$ cat src/rtl/sync_gen_pkg.sv
// Shared types and helpers for the camera-locked timing generator.
package sync_gen_pkg;

  typedef enum logic [1:0] {
    UNINIT   = 2'd0,
    WAITING  = 2'd1,
    DELAYING = 2'd2,
    LOCKED   = 2'd3
  } lock_state_e;

  function automatic int calc_total(input int act, input int fp, input int sync, input int bp);
    return act + fp + sync + bp;
  endfunction

endpackage

$ cat src/rtl/sync_timing.sv
// H/V position counters, sync/active decode and the two-stage output pipeline.
// Everything is held at its reset value while run is low.
module sync_timing
  import sync_gen_pkg::*;
#(
  parameter int H_ACT    = 1280,
  parameter int V_ACT    = 720,
  parameter int H_FP     = 110,
  parameter int H_SYNC   = 40,
  parameter int H_BP     = 220,
  parameter int V_FP     = 5,
  parameter int V_SYNC   = 5,
  parameter int V_BP     = 20,
  parameter bit SYNC_POL = 1'b1,
  localparam int H_TOTAL = calc_total(H_ACT, H_FP, H_SYNC, H_BP),
  localparam int V_TOTAL = calc_total(V_ACT, V_FP, V_SYNC, V_BP),
  localparam int X_BITS  = $clog2(H_TOTAL),
  localparam int Y_BITS  = $clog2(V_TOTAL)
) (
  input  logic              clk,
  input  logic              rstn,
  input  logic              run,
  output logic              vsync,
  output logic              hsync,
  output logic              data_en,
  output logic              read_en,
  output logic [X_BITS-1:0] x,
  output logic [Y_BITS-1:0] y,
  output logic [7:0]        frame_cnt,
  output logic              frame_wrap
);

  localparam logic [X_BITS-1:0] H_LAST = X_BITS'(H_TOTAL - 1);
  localparam logic [Y_BITS-1:0] V_LAST = Y_BITS'(V_TOTAL - 1);
  localparam logic [X_BITS-1:0] H_ACT_W = X_BITS'(H_ACT);
  localparam logic [Y_BITS-1:0] V_ACT_W = Y_BITS'(V_ACT);
  localparam logic [X_BITS-1:0] HS_BEG = X_BITS'(H_ACT + H_FP);
  localparam logic [X_BITS-1:0] HS_END = X_BITS'(H_ACT + H_FP + H_SYNC);
  localparam logic [Y_BITS-1:0] VS_BEG = Y_BITS'(V_ACT + V_FP);
  localparam logic [Y_BITS-1:0] VS_END = Y_BITS'(V_ACT + V_FP + V_SYNC);

  logic [X_BITS-1:0] h;
  logic [Y_BITS-1:0] v;
  logic              act_c, hs_c, vs_c;
  logic              hs1, vs1;
  logic [X_BITS-1:0] x1;
  logic [Y_BITS-1:0] y1;

  assign frame_wrap = run && (h == H_LAST) && (v == V_LAST);
  assign act_c = run && (h < H_ACT_W) && (v < V_ACT_W);
  assign hs_c  = run && (h >= HS_BEG) && (h < HS_END);
  assign vs_c  = run && (v >= VS_BEG) && (v < VS_END);

  // Line/frame position, parked at the origin until timing runs
  always_ff @(posedge clk) begin
    if (!rstn || !run) begin
      h <= '0;
      v <= '0;
    end else if (h == H_LAST) begin
      h <= '0;
      v <= (v == V_LAST) ? '0 : v + 1'b1;
    end else begin
      h <= h + 1'b1;
    end
  end

  // read_en is stage 1 of the pipeline; the display outputs are stage 2
  always_ff @(posedge clk) begin
    if (!rstn || !run) begin
      read_en <= 1'b0;
      hs1     <= 1'b0;
      vs1     <= 1'b0;
      x1      <= '0;
      y1      <= '0;
      data_en <= 1'b0;
      hsync   <= ~SYNC_POL;
      vsync   <= ~SYNC_POL;
      x       <= '0;
      y       <= '0;
    end else begin
      read_en <= act_c;
      hs1     <= hs_c;
      vs1     <= vs_c;
      x1      <= act_c ? h : '0;
      y1      <= act_c ? v : '0;
      data_en <= read_en;
      hsync   <= hs1 ^ ~SYNC_POL;
      vsync   <= vs1 ^ ~SYNC_POL;
      x       <= x1;
      y       <= y1;
    end
  end

  // Frames produced since the current lock
  always_ff @(posedge clk) begin
    if (!rstn || !run) begin
      frame_cnt <= 8'd0;
    end else if (frame_wrap) begin
      frame_cnt <= frame_cnt + 8'd1;
    end
  end

endmodule

$ cat src/rtl/sync_gen_lock.sv
// Camera-locked video timing generator: blank detector FSM plus free-running timing.
// Optional relock monitor enabled by defining SYNC_GEN_RELOCK_EN.
module sync_gen_lock
  import sync_gen_pkg::*;
#(
  parameter int H_ACT    = 1280,
  parameter int V_ACT    = 720,
  parameter int H_FP     = 110,
  parameter int H_SYNC   = 40,
  parameter int H_BP     = 220,
  parameter int V_FP     = 5,
  parameter int V_SYNC   = 5,
  parameter int V_BP     = 20,
  parameter int THRESH   = 1000,
  parameter int DELAY    = 0,
  parameter bit SYNC_POL = 1'b1,
  parameter int LOST_FRM = 2,
  localparam int H_TOTAL = calc_total(H_ACT, H_FP, H_SYNC, H_BP),
  localparam int V_TOTAL = calc_total(V_ACT, V_FP, V_SYNC, V_BP),
  localparam int X_BITS  = $clog2(H_TOTAL),
  localparam int Y_BITS  = $clog2(V_TOTAL)
) (
  input  logic              clk,
  input  logic              rstn,
  input  logic              cam_href,
  output logic              vsync,
  output logic              hsync,
  output logic              data_en,
  output logic              read_en,
  output logic [X_BITS-1:0] x,
  output logic [Y_BITS-1:0] y,
  output logic              locked,
  output logic              lost,
  output logic [7:0]        frame_cnt
);

  localparam int CNT_W = $clog2(((THRESH > DELAY) ? THRESH : DELAY) + 1);
  localparam logic [CNT_W-1:0] THR_LAST = CNT_W'(THRESH - 1);
  localparam logic [CNT_W-1:0] DLY_LAST = (DELAY > 0) ? CNT_W'(DELAY - 1) : '0;

  lock_state_e      state, next_state;
  logic [CNT_W-1:0] cnt, cnt_nx;
  logic             href_d, fall, run, frame_wrap, lost_nx;

  assign fall = href_d && !cam_href;
  assign run  = (state == LOCKED);

`ifdef SYNC_GEN_RELOCK_EN
  localparam int MISS_W = $clog2(LOST_FRM + 1);
  localparam logic [MISS_W-1:0] MISS_LAST = MISS_W'(LOST_FRM - 1);
  logic              det_on, det_on_nx, blank_seen, seen_nx, det_hit;
  logic [MISS_W-1:0] miss, miss_nx;
`else
  logic unused_relock;
  assign unused_relock = frame_wrap & (LOST_FRM > 0);
`endif

  // Next-state logic; while LOCKED the same counter can run the blank detector
  always_comb begin
    next_state = state;
    cnt_nx     = cnt;
    lost_nx    = 1'b0;
`ifdef SYNC_GEN_RELOCK_EN
    det_on_nx  = 1'b0;
    seen_nx    = 1'b0;
    miss_nx    = '0;
    det_hit    = 1'b0;
`endif
    case (state)
      UNINIT: begin
        cnt_nx = '0;
        if (fall) begin
          next_state = WAITING;
        end else begin
          next_state = UNINIT;
        end
      end
      WAITING: begin
        if (cam_href) begin
          next_state = UNINIT;
          cnt_nx     = '0;
        end else if (cnt == THR_LAST) begin
          next_state = (DELAY == 0) ? LOCKED : DELAYING;
          cnt_nx     = '0;
        end else begin
          cnt_nx = cnt + 1'b1;
        end
      end
      DELAYING: begin
        if (cnt == DLY_LAST) begin
          next_state = LOCKED;
          cnt_nx     = '0;
        end else begin
          cnt_nx = cnt + 1'b1;
        end
      end
      LOCKED: begin
`ifdef SYNC_GEN_RELOCK_EN
        det_on_nx = det_on;
        seen_nx   = blank_seen;
        miss_nx   = miss;
        if (!det_on) begin
          det_on_nx = fall;
          cnt_nx    = '0;
        end else if (cam_href) begin
          det_on_nx = 1'b0;
          cnt_nx    = '0;
        end else if (cnt == THR_LAST) begin
          det_on_nx = 1'b0;
          cnt_nx    = '0;
          det_hit   = 1'b1;
          seen_nx   = 1'b1;
        end else begin
          cnt_nx = cnt + 1'b1;
        end
        // A blank found on the wrap cycle itself still counts for the ending frame
        if (frame_wrap) begin
          seen_nx = 1'b0;
          if (blank_seen || det_hit) begin
            miss_nx = '0;
          end else if (miss == MISS_LAST) begin
            lost_nx    = 1'b1;
            next_state = UNINIT;
            miss_nx    = '0;
            det_on_nx  = 1'b0;
            cnt_nx     = '0;
          end else begin
            miss_nx = miss + 1'b1;
          end
        end else begin
          lost_nx = 1'b0;
        end
`else
        cnt_nx = '0;
`endif
      end
      default: begin
        next_state = UNINIT;
        cnt_nx     = '0;
      end
    endcase
  end

  // Lock FSM state, detector counter and status flags
  always_ff @(posedge clk) begin
    if (!rstn) begin
      state  <= UNINIT;
      cnt    <= '0;
      href_d <= 1'b1;
      locked <= 1'b0;
      lost   <= 1'b0;
`ifdef SYNC_GEN_RELOCK_EN
      det_on     <= 1'b0;
      blank_seen <= 1'b0;
      miss       <= '0;
`endif
    end else begin
      state  <= next_state;
      cnt    <= cnt_nx;
      href_d <= cam_href;
      locked <= (state == LOCKED) && (next_state == LOCKED);
      lost   <= lost_nx;
`ifdef SYNC_GEN_RELOCK_EN
      det_on     <= det_on_nx;
      blank_seen <= seen_nx;
      miss       <= miss_nx;
`endif
    end
  end

  sync_timing #(
    .H_ACT(H_ACT), .V_ACT(V_ACT), .H_FP(H_FP), .H_SYNC(H_SYNC), .H_BP(H_BP),
    .V_FP(V_FP), .V_SYNC(V_SYNC), .V_BP(V_BP), .SYNC_POL(SYNC_POL)
  ) u_timing (
    .clk        (clk),
    .rstn       (rstn),
    .run        (run),
    .vsync      (vsync),
    .hsync      (hsync),
    .data_en    (data_en),
    .read_en    (read_en),
    .x          (x),
    .y          (y),
    .frame_cnt  (frame_cnt),
    .frame_wrap (frame_wrap)
  );

endmodule
$ cat config.mk
export PLATFORM = sky130hd
export DESIGN_NAME = sync_gen_lock
export DESIGN_NICKNAME = d
export VERILOG_FILES = /design/src/rtl/sync_gen_pkg.sv /design/src/rtl/sync_timing.sv /design/src/rtl/sync_gen_lock.sv
export SDC_FILE = /design/constraint.sdc
export NUM_CORES = 1
export LEC_CHECK = 0
export BUFFER_PORTS_ARGS = -buffer_cell sky130_fd_sc_hd__buf_4
export CORE_MARGIN = 1.5
export CORE_UTILIZATION = 51
export DETAILED_ROUTE_END_ITERATION = 16
export PLACE_DENSITY = 0.82
export SLEW_MARGIN = 20
export SYNTH_ARGS = -nofsm -noshare
export SYNTH_HDL_FRONTEND = slang
export SYNTH_SLANG_ARGS = --single-unit
$ cat constraint.sdc
create_clock -name clk -period 1.86 [get_ports clk]
set_clock_uncertainty 0.1 [all_clocks]
set_input_delay 0.279 -clock clk [delete_from_list [all_inputs] [get_ports clk]]
set_output_delay 0.279 -clock clk [all_outputs]
set_load 0.02 [all_outputs]
==> results.json, run 1 <==
{
  "first_pass_iters": 4,
  "cts_sinks": 91,
  "status": "complete, no violations",
  "ios": 38,
  "final.fill_count": 521,
  "crit_type": "reg2reg",
  "synth_nets": 361,
  "crit_start": "u_timing.h[1]",
  "clk_pin_slew_ns": 0.10,
  "worst_slack_ns": 0.0315,
  "cp-start-kind": "flip-flop",
  "synth.distinct_cells": 41,
  "ant_nets": 0,
  "syn_area_per_cell_sq_um": 9.69,
  "core.rowCount": 29,
  "drive_gt1_frac": 0.246,
  "swShare": 0.232,
  "mostFrequentLayoutCell": "dfxtp_1",
  "grt_remaining_overflow": 0,
  "timing.rr.start": "u_timing.h[1]",
  "cts_buffers": 9,
  "start_util": 0.531,
  "die_w_um": 84.6,
  "antennaDiodeCount": 0,
  "synthFlopType": "dfxtp_1",
  "grt_pass1_wl_um": 9700,
  "port_buffers": 36,
  "track_usage": 0.169,
  "hold_viol_final": 0,
  "vias_per_cell": 5.20,
  "p_clk_frac": 0.389,
  "multi_input_area_sq_mm": 0.00152,
  "yosysWarnings": 0,
  "drc": 0,
  "die_y_um": 84.6,
  "seq_area_frac_synth": 0.537,
  "cp-end-kind": "flip-flop",
  "hpwl_um": 4090,
  "p_int_mw": 2.47,
  "synthAdderAreaFrac": 0.0295,
  "synth_top_area_share": 0.537,
  "final_cell_mix": "dfxtp_1, buf_4, and2_1",
  "grt_setup_unrepaired": "yes",
  "power.share.combinational": 0.005,
  "p_per_area_mw_per_mm2": 774,
  "switchingPower_mw": 0.748,
  "fin_cells": 492,
  "synth_xor_area_frac": 0.0542,
  "peakVddDrop_v": 0.000545,
  "grt_max_degree": 28,
  "synth_top_area_cell": "dfxtp_1",
  "seq_area_sq_mm": 0.00183,
  "synthMuxAreaShare": 0.00295,
  "hp-class": "in2reg",
  "place.gp.congestion": 0.851,
  "syn2layout_area_growth_pct": 22.7,
  "cp_data_arrival_time_ns": 2.03,
  "dieArea_sq_mm": 0.00715,
  "synthTopCellsByArea": "dfxtp_1, and2_1, nor2_1",
  "hold_depth": 2,
  "final_max_slew_viol_count": 0,
  "pwr-share-seq": 0.606,
  "pre_cts_ws_ns": -0.0319,
  "ys_ff_latch": 91,
  "p_leak_nw": 1.57,
  "core_area_sq_mm": 0.00639,
  "dp.cells": 472,
  "nets": 421,
  "finalSetupViolCount": 0,
  "insertion_delay_ns": 0.36,
  "syn_inst": 350,
  "rrSetupSlack_ns": 0.03,
  "fin_crit_sh": 0.983,
  "grt_pass1_vias": 2203,
  "clock_path_buffers": 2,
  "fmax_mhz": 547,
  "syn_area_sq_mm": 0.00339,
  "reg2reg_depth": 6,
  "root_buffer": "clkbuf_8",
  "critPathRequiredTime_ns": 2.07,
  "maxCapViolations": 0,
  "synth-compound-area-share": 0.0697,
  "via_count": 2560,
  "reg2reg_to": "u_timing.frame_cnt[4]",
  "synth_top_family_by_area": "simple AND/OR/NAND/NOR gates",
  "drt_iter0_drc": 192,
  "routed_wl_um": 6160,
  "htree_levels": 3,
  "grt_antenna_before_repair": 0,
  "fin_crit_ns": 1.83,
  "path_max_fanout": 9,
  "cp-endpoint": "u_timing.frame_cnt[4]",
  "cts_hold_buf": 0,
  "cts_tree": "built",
  "yosys.area_share.simple": 0.269,
  "synth_edf_count": 0,
  "wl_per_cell_um": 12.5,
  "ys_async_sr_fraction": 0
}
## cells by family after synthesis
logic type | count (synthesis)
DFF | 91
xor gates and xnor gates | 21
other | 1
muxes | 1
adders and majority gates | 8
AOI/OAI and AO/OA | 41
and+or+nand+nor | 160
buffers and inverters | 27
## Yosys cell counts, types with 2 or more instances
master    number
dfxtp_1       91
and2_1        46
nor2_1        35
a21oi_1       17
nand3_1       15
xnor2_1       15
inv_1         12
nand2_1       11
o21ai_0       10
clkbuf_1       9
ha_1           8
nand4_1        8
or3_1          8
nor3_1         7
o31ai_1        7
or4_1          7
xor2_1         6
and3_1         5
and4b_1        3
buf_2          3
and4_1         2
buf_6          2
nand2b_1       2
nand4b_1       2
nor4_1         2
o21ai_1        2
## metal layers
layer  global-route usage  share of wire  vias to the layer above
met5                    0              0                        -
met4               0.0894          0.015                        0
met3               0.0433          0.058                        8
met2                0.266           0.47                       77
met1                0.215           0.45                     1166
li1                     -              -                     1309
## power by group through the flow
stage	Combinational, mW	Clock, mW	Sequential (mW)
after global routing	0.0179	1.35	1.95
after global placement	0.0151	0	2.00
after floorplan	0.0106	0	2.00
final	0.0163	1.25	1.95
after CTS	0.0162	1.28	1.95
after detailed placement	0.0156	0	2.00
## worst min path at each step
stage / from / end / slack, ns
after floorplan: rstn / href_d / 0.25
after detailed placement: u_timing.x1[4] / u_timing.x[4] / 0.31
final: rstn / href_d / 0.02
after global routing: rstn / href_d / 0.02
after global placement: u_timing.y1[2] / u_timing.y[2] / 0.31
after CTS: rstn / href_d / 0.01
## sequential cells by signal, indices dropped and copies added (netlist names), named ones only
signal              flops
u_timing.vs1            1
locked                  1
u_timing.x1            11
u_timing.x             11
u_timing.y1            10
u_timing.y             10
u_timing.h             11
u_timing.read_en        1
u_timing.data_en        1
u_timing.vsync          1
cnt                    10
u_timing.hsync          1
u_timing.v             10
u_timing.frame_cnt      8
href_d                  1
u_timing.hs1            1
## critical path, stage by stage, from the launching register on
cell     delay (ns)
dfxtp_2        0.33
inv_2          0.06
ha_4           0.13
and4b_2        0.30
nand3_4        0.15
or4_1          0.54
a21oi_1        0.15
## timing repair
action / in CTS / in global routing
setup endpoints to repair: 15 / 39
setup buffers: 0 / 4
resized for setup: 1 / 23
pin swaps: 0 / 4
## through the flow
stage / instance area [sq um] / hold slack (ns) / TNS [ns] / util / power [mW]
floorplan: 3390 / 0.252 / 0 / - / 2.01
global route: 4160 / 0.0190 / -0.248 / 0.652 / 3.32
global placement: 3860 / 0.311 / 0 / 0.604 / 2.01
detailed placement: 3860 / 0.311 / -0.120 / 0.604 / 2.01
finish: 4160 / 0.0223 / 0 / 0.652 / 3.22
CTS: 4050 / 0.0110 / -0.100 / 0.634 / 3.24
## area by class of cell
cell class	count	share of cell area
sequential	91	0.439
clock buffer	9	0.0298
inverter	12	0.0108
timing repair buffer	64	0.117
tap	77	0.0231
multi-input combinational	232	0.365
clock inverter	7	0.0153
(Power assumes the default switching activity.)
==> run 2, diff against run 1 <==
- RECOVER_POWER: not set -> 50
==> results.json, run 2 (same netlist as run 1, synthesis figures left out) <==
{
  "wl_per_cell_um": 12.6,
  "fin_cells": 492,
  "worst_slack_ns": 0.0385,
  "grt_remaining_overflow": 0,
  "final_cell_mix": "dfxtp_1, and2_1, nor2_1, clkbuf_1, buf_4",
  "critPathRequiredTime_ns": 2.06,
  "cts_sinks": 91,
  "hp-class": "in2reg",
  "final_max_slew_viol_count": 0,
  "final.fill_count": 524,
  "pre_cts_ws_ns": -0.0319,
  "grt_max_degree": 28,
  "grt_setup_unrepaired": "yes",
  "routed_wl_um": 6180,
  "cts_hold_buf": 0,
  "cts_tree": "built",
  "cts_buffers": 9,
  "dieArea_sq_mm": 0.00715,
  "first_pass_iters": 4,
  "antennaDiodeCount": 0,
  "fin_crit_sh": 0.979,
  "ant_nets": 0,
  "insertion_delay_ns": 0.36,
  "cp-end-kind": "flip-flop",
  "vias_per_cell": 5.18,
  "p_leak_nw": 1.41,
  "core.rowCount": 29,
  "nets": 421,
  "die_y_um": 84.6,
  "path_max_fanout": 9,
  "p_total_mw": 3.21,
  "maxCapViolations": 0,
  "drive_gt1_frac": 0.161,
  "grt_antenna_before_repair": 0,
  "hold_ws_ns": 0.0312,
  "grt_pass1_wl_um": 9700,
  "hpwl_um": 4090,
  "ios": 38,
  "finalSetupViolCount": 0,
  "dpl_cell_area_sq_mm": 0.00386,
  "htree_levels": 3,
  "setup-tns-final_ns": 0,
  "port_buffers": 36,
  "start_util": 0.531,
  "via_count": 2551,
  "grt_pass1_vias": 2203,
  "crit_type": "reg2reg",
  "core_area_sq_mm": 0.00639,
  "status": "complete, no violations",
  "clock_path_buffers": 2,
  "mostFrequentLayoutCell": "dfxtp_1",
  "cp-start-kind": "flip-flop",
  "dp.cells": 472,
  "drt_iter0_drc": 189,
  "rrSetupSlack_ns": 0.04,
  "fin_crit_ns": 1.82,
  "track_usage": 0.169,
  "reg.largest.list": "u_timing.h x11, u_timing.x1 x11, u_timing.x x11",
  "die_w_um": 84.6,
  "fmax_mhz": 549,
  "fin_util": 0.631,
  "p_per_area_mw_per_mm2": 798,
  "clk_pin_slew_ns": 0.10,
  "syn2layout_area_growth_pct": 18.8,
  "root_buffer": "clkbuf_8",
  "hold_viol_final": 0,
  "drc": 0,
  "peakVddDrop_v": 0.000542,
  "cp_data_arrival_time_ns": 2.03,
  "finalInstanceArea_sq_mm": 0.00403,
  "place.gp.congestion": 0.851
}
==> run 2: cell types whose count changed in the layout (fill, tap and decap cells not counted) <==
cell	before	now
and2_1	46	40
clkbuf_2	0	1
clkbuf_1	0	35
buf_4	62	26
and2_0	0	6
==> run 2: per-layer routing <==
| layer | routed length, um | global-route usage | vias up |
|---|---|---|---|
| met5 | 0 | 0 | - |
| met2 | 2940 | 0.266 | 76 |
| met1 | 2820 | 0.215 | 1158 |
| met4 | 65 | 0.0894 | 0 |
| li1 | - | - | 1311 |
| met3 | 360 | 0.0433 | 6 |
==> run 2: critical path, cell delays in order, from the launching register on <==
cell     delay, ns
dfxtp_2       0.33
inv_2         0.06
ha_4          0.13
and4b_2       0.30
nand3_4       0.15
or4_1         0.54
a21oi_1       0.15
==> run 2: power by group <==
| group | total (mW) | switching [mW] | internal [mW] |
|---|---|---|---|
| sequential | 1.95 | 0.00297 | 1.95 |
| clock | 1.25 | 0.729 | 0.517 |
| combinational | 0.0155 | 0.00912 | 0.00637 |
| total | 3.21 | 0.741 | 2.47 |
==> run 2: worst paths after layout <==
path / from / to / depth (start not counted)
max: u_timing.h[1] / u_timing.frame_cnt[4] / 6
min: rstn / href_d / 2
max reg2reg: u_timing.h[1] / u_timing.frame_cnt[4] / 6
min reg2reg: u_timing.y1[4] / u_timing.y[4] / 1
==> run 2: cell type report <==
type                            count  area (sq um)  area share
Inverter                           12          45.0      0.0112
Clock buffer                        9           124      0.0307
Sequential cell                    91          1830       0.454
Timing Repair Buffer               64           354      0.0879
Tap cell                           77          96.3      0.0239
Clock inverter                      7          63.8      0.0158
Multi-Input combinational cell    232          1520       0.377
==> run 2: timing repair <==
action	4_1_cts	5_1_grt
gates resized for setup	1	23
setup buffers	0	4
pin swaps	0	4
setup endpoints to repair	15	39
==> run 3, diff against run 2 <==
- CORE_ASPECT_RATIO: not set -> 1.2
==> results.json, run 3 (same netlist as run 1, synthesis figures left out) <==
{
  "drive_gt1_frac": 0.173,
  "hold_depth": 2,
  "peakVddDrop_v": 0.000404,
  "swShare": 0.220,
  "dieArea_sq_mm": 0.00715,
  "fmax_mhz": 553,
  "drc": 0,
  "via_count": 2601,
  "cts_sinks": 91,
  "reg.largest.list": "u_timing.h x11, u_timing.x1 x11, u_timing.x x11",
  "crit_type": "reg2reg",
  "dpl_cell_area_sq_mm": 0.00390,
  "final_max_slew_viol_count": 0,
  "track_usage": 0.177,
  "htree_levels": 3,
  "switchingPower_mw": 0.702,
  "path_max_fanout": 6,
  "nets": 428,
  "grt_max_degree": 28,
  "hold_ws_ns": 0.0410,
  "finalSetupViolCount": 0,
  "reg2reg_to": "u_timing.v[5]",
  "worst_slack_ns": 0.0515,
  "p_total_mw": 3.19,
  "status": "complete, no violations",
  "maxCapViolations": 0,
  "core_area_sq_mm": 0.00645,
  "cp-end-kind": "flip-flop",
  "critPathRequiredTime_ns": 2.04,
  "clk_pin_slew_ns": 0.09,
  "first_pass_iters": 4,
  "fin_crit_sh": 0.972,
  "grt_pass1_vias": 2351,
  "insertion_delay_ns": 0.35,
  "p_clk_frac": 0.384,
  "drt_iter0_drc": 159,
  "fin_crit_ns": 1.81,
  "reg2reg_depth": 7,
  "grt_antenna_before_repair": 0,
  "finalInstanceArea_sq_mm": 0.00408,
  "power.share.combinational": 0.005,
  "p_leak_nw": 1.44,
  "hpwl_um": 4200,
  "die_w_um": 77.4,
  "start_util": 0.526,
  "cp-start-kind": "flip-flop",
  "root_buffer": "clkbuf_8",
  "p_int_mw": 2.49,
  "pre_cts_ws_ns": -0.0735,
  "cp_data_arrival_time_ns": 1.99,
  "vias_per_cell": 5.13,
  "grt_pass1_wl_um": 10000,
  "antennaDiodeCount": 0,
  "hold_end": "href_d",
  "rrSetupSlack_ns": 0.05,
  "crit_start": "u_timing.h[1]",
  "place.gp.congestion": 0.805,
  "cts_tree": "built",
  "holdCritStartpoint": "rstn",
  "ant_nets": 0,
  "timing.rr.start": "u_timing.h[1]",
  "syn2layout_area_growth_pct": 20.4,
  "routed_wl_um": 6200,
  "hp-class": "in2reg",
  "p_per_area_mw_per_mm2": 782,
  "wl_per_cell_um": 12.2,
  "grt_remaining_overflow": 0,
  "final_cell_mix": "dfxtp_1, and2_1, nor2_1, clkbuf_1, buf_4",
  "hold_viol_final": 0,
  "cts_buffers": 9,
  "ios": 38,
  "mostFrequentLayoutCell": "dfxtp_1",
  "clock_path_buffers": 2,
  "core.rowCount": 32,
  "die_y_um": 92.3,
  "port_buffers": 36,
  "pwr-share-seq": 0.611
}
## run 3: power by group through the flow
| stage | Clock (mW) | Sequential (mW) | Combinational, mW |
|---|---|---|---|
| after floorplan | 0 | 2.00 | 0.0106 |
| after global placement | 0 | 2.00 | 0.0151 |
| after detailed placement | 0 | 2.00 | 0.0158 |
| after CTS | 1.25 | 1.95 | 0.0163 |
| after global routing | 1.34 | 1.95 | 0.0185 |
| final | 1.23 | 1.95 | 0.0164 |
## run 3: through the flow
step,setup TNS (ns),utilization,cells
floorplan,0,-,350
global placement,0,0.605,484
detailed placement,-0.594,0.605,484
CTS,0,0.638,501
global route,-0.0298,0.634,507
finish,0,0.634,507
## run 3: area by class of cell
| class | count | area (sq um) |
|---|---|---|
| inverter | 12 | 45.0 |
| fill | 534 | 2360 |
| multi-input combinational | 233 | 1530 |
| clock buffer | 10 | 138 |
| tap | 85 | 106 |
| clock inverter | 6 | 47.5 |
| sequential | 91 | 1830 |
| timing repair buffer | 70 | 393 |
## run 3: routing by layer
metal	part of all wire	global-route usage	wire [um]	vias to the layer above
met4	0.025	0.121	152	0
met3	0.040	0.0315	245	13
met2	0.49	0.297	3050	59
met1	0.44	0.203	2750	1204
li1	-	-	-	1325
met5	0	0	0	-
## run 3: timing repair
| action | CTS | global route |
|---|---|---|
| hold buffers | 0 | 0 |
| resized for setup | 4 | 18 |
| setup buffers | 1 | 5 |
| pin swaps | 1 | 9 |
| cloned | 0 | 1 |
| endpoints found under the setup margin | 23 | 30 |
## run 3: how the worst max path moves through the flow
stage,end
2_1_floorplan,u_timing.frame_cnt[6]
3_3_place_gp,u_timing.v[5]
3_5_place_dp,u_timing.v[5]
4_1_cts,u_timing.v[9]
5_1_grt,u_timing.frame_cnt[5]
6_report,u_timing.v[5]
## run 3: worst max-delay path, stage by stage, from the launching register on
cell and delay (ns):
dfxtp_2 0.33, inv_2 0.06, ha_4 0.11, and4b_2 0.32, nand3_4 0.13, buf_4 0.20, or3_1 0.34, a21oi_1 0.16
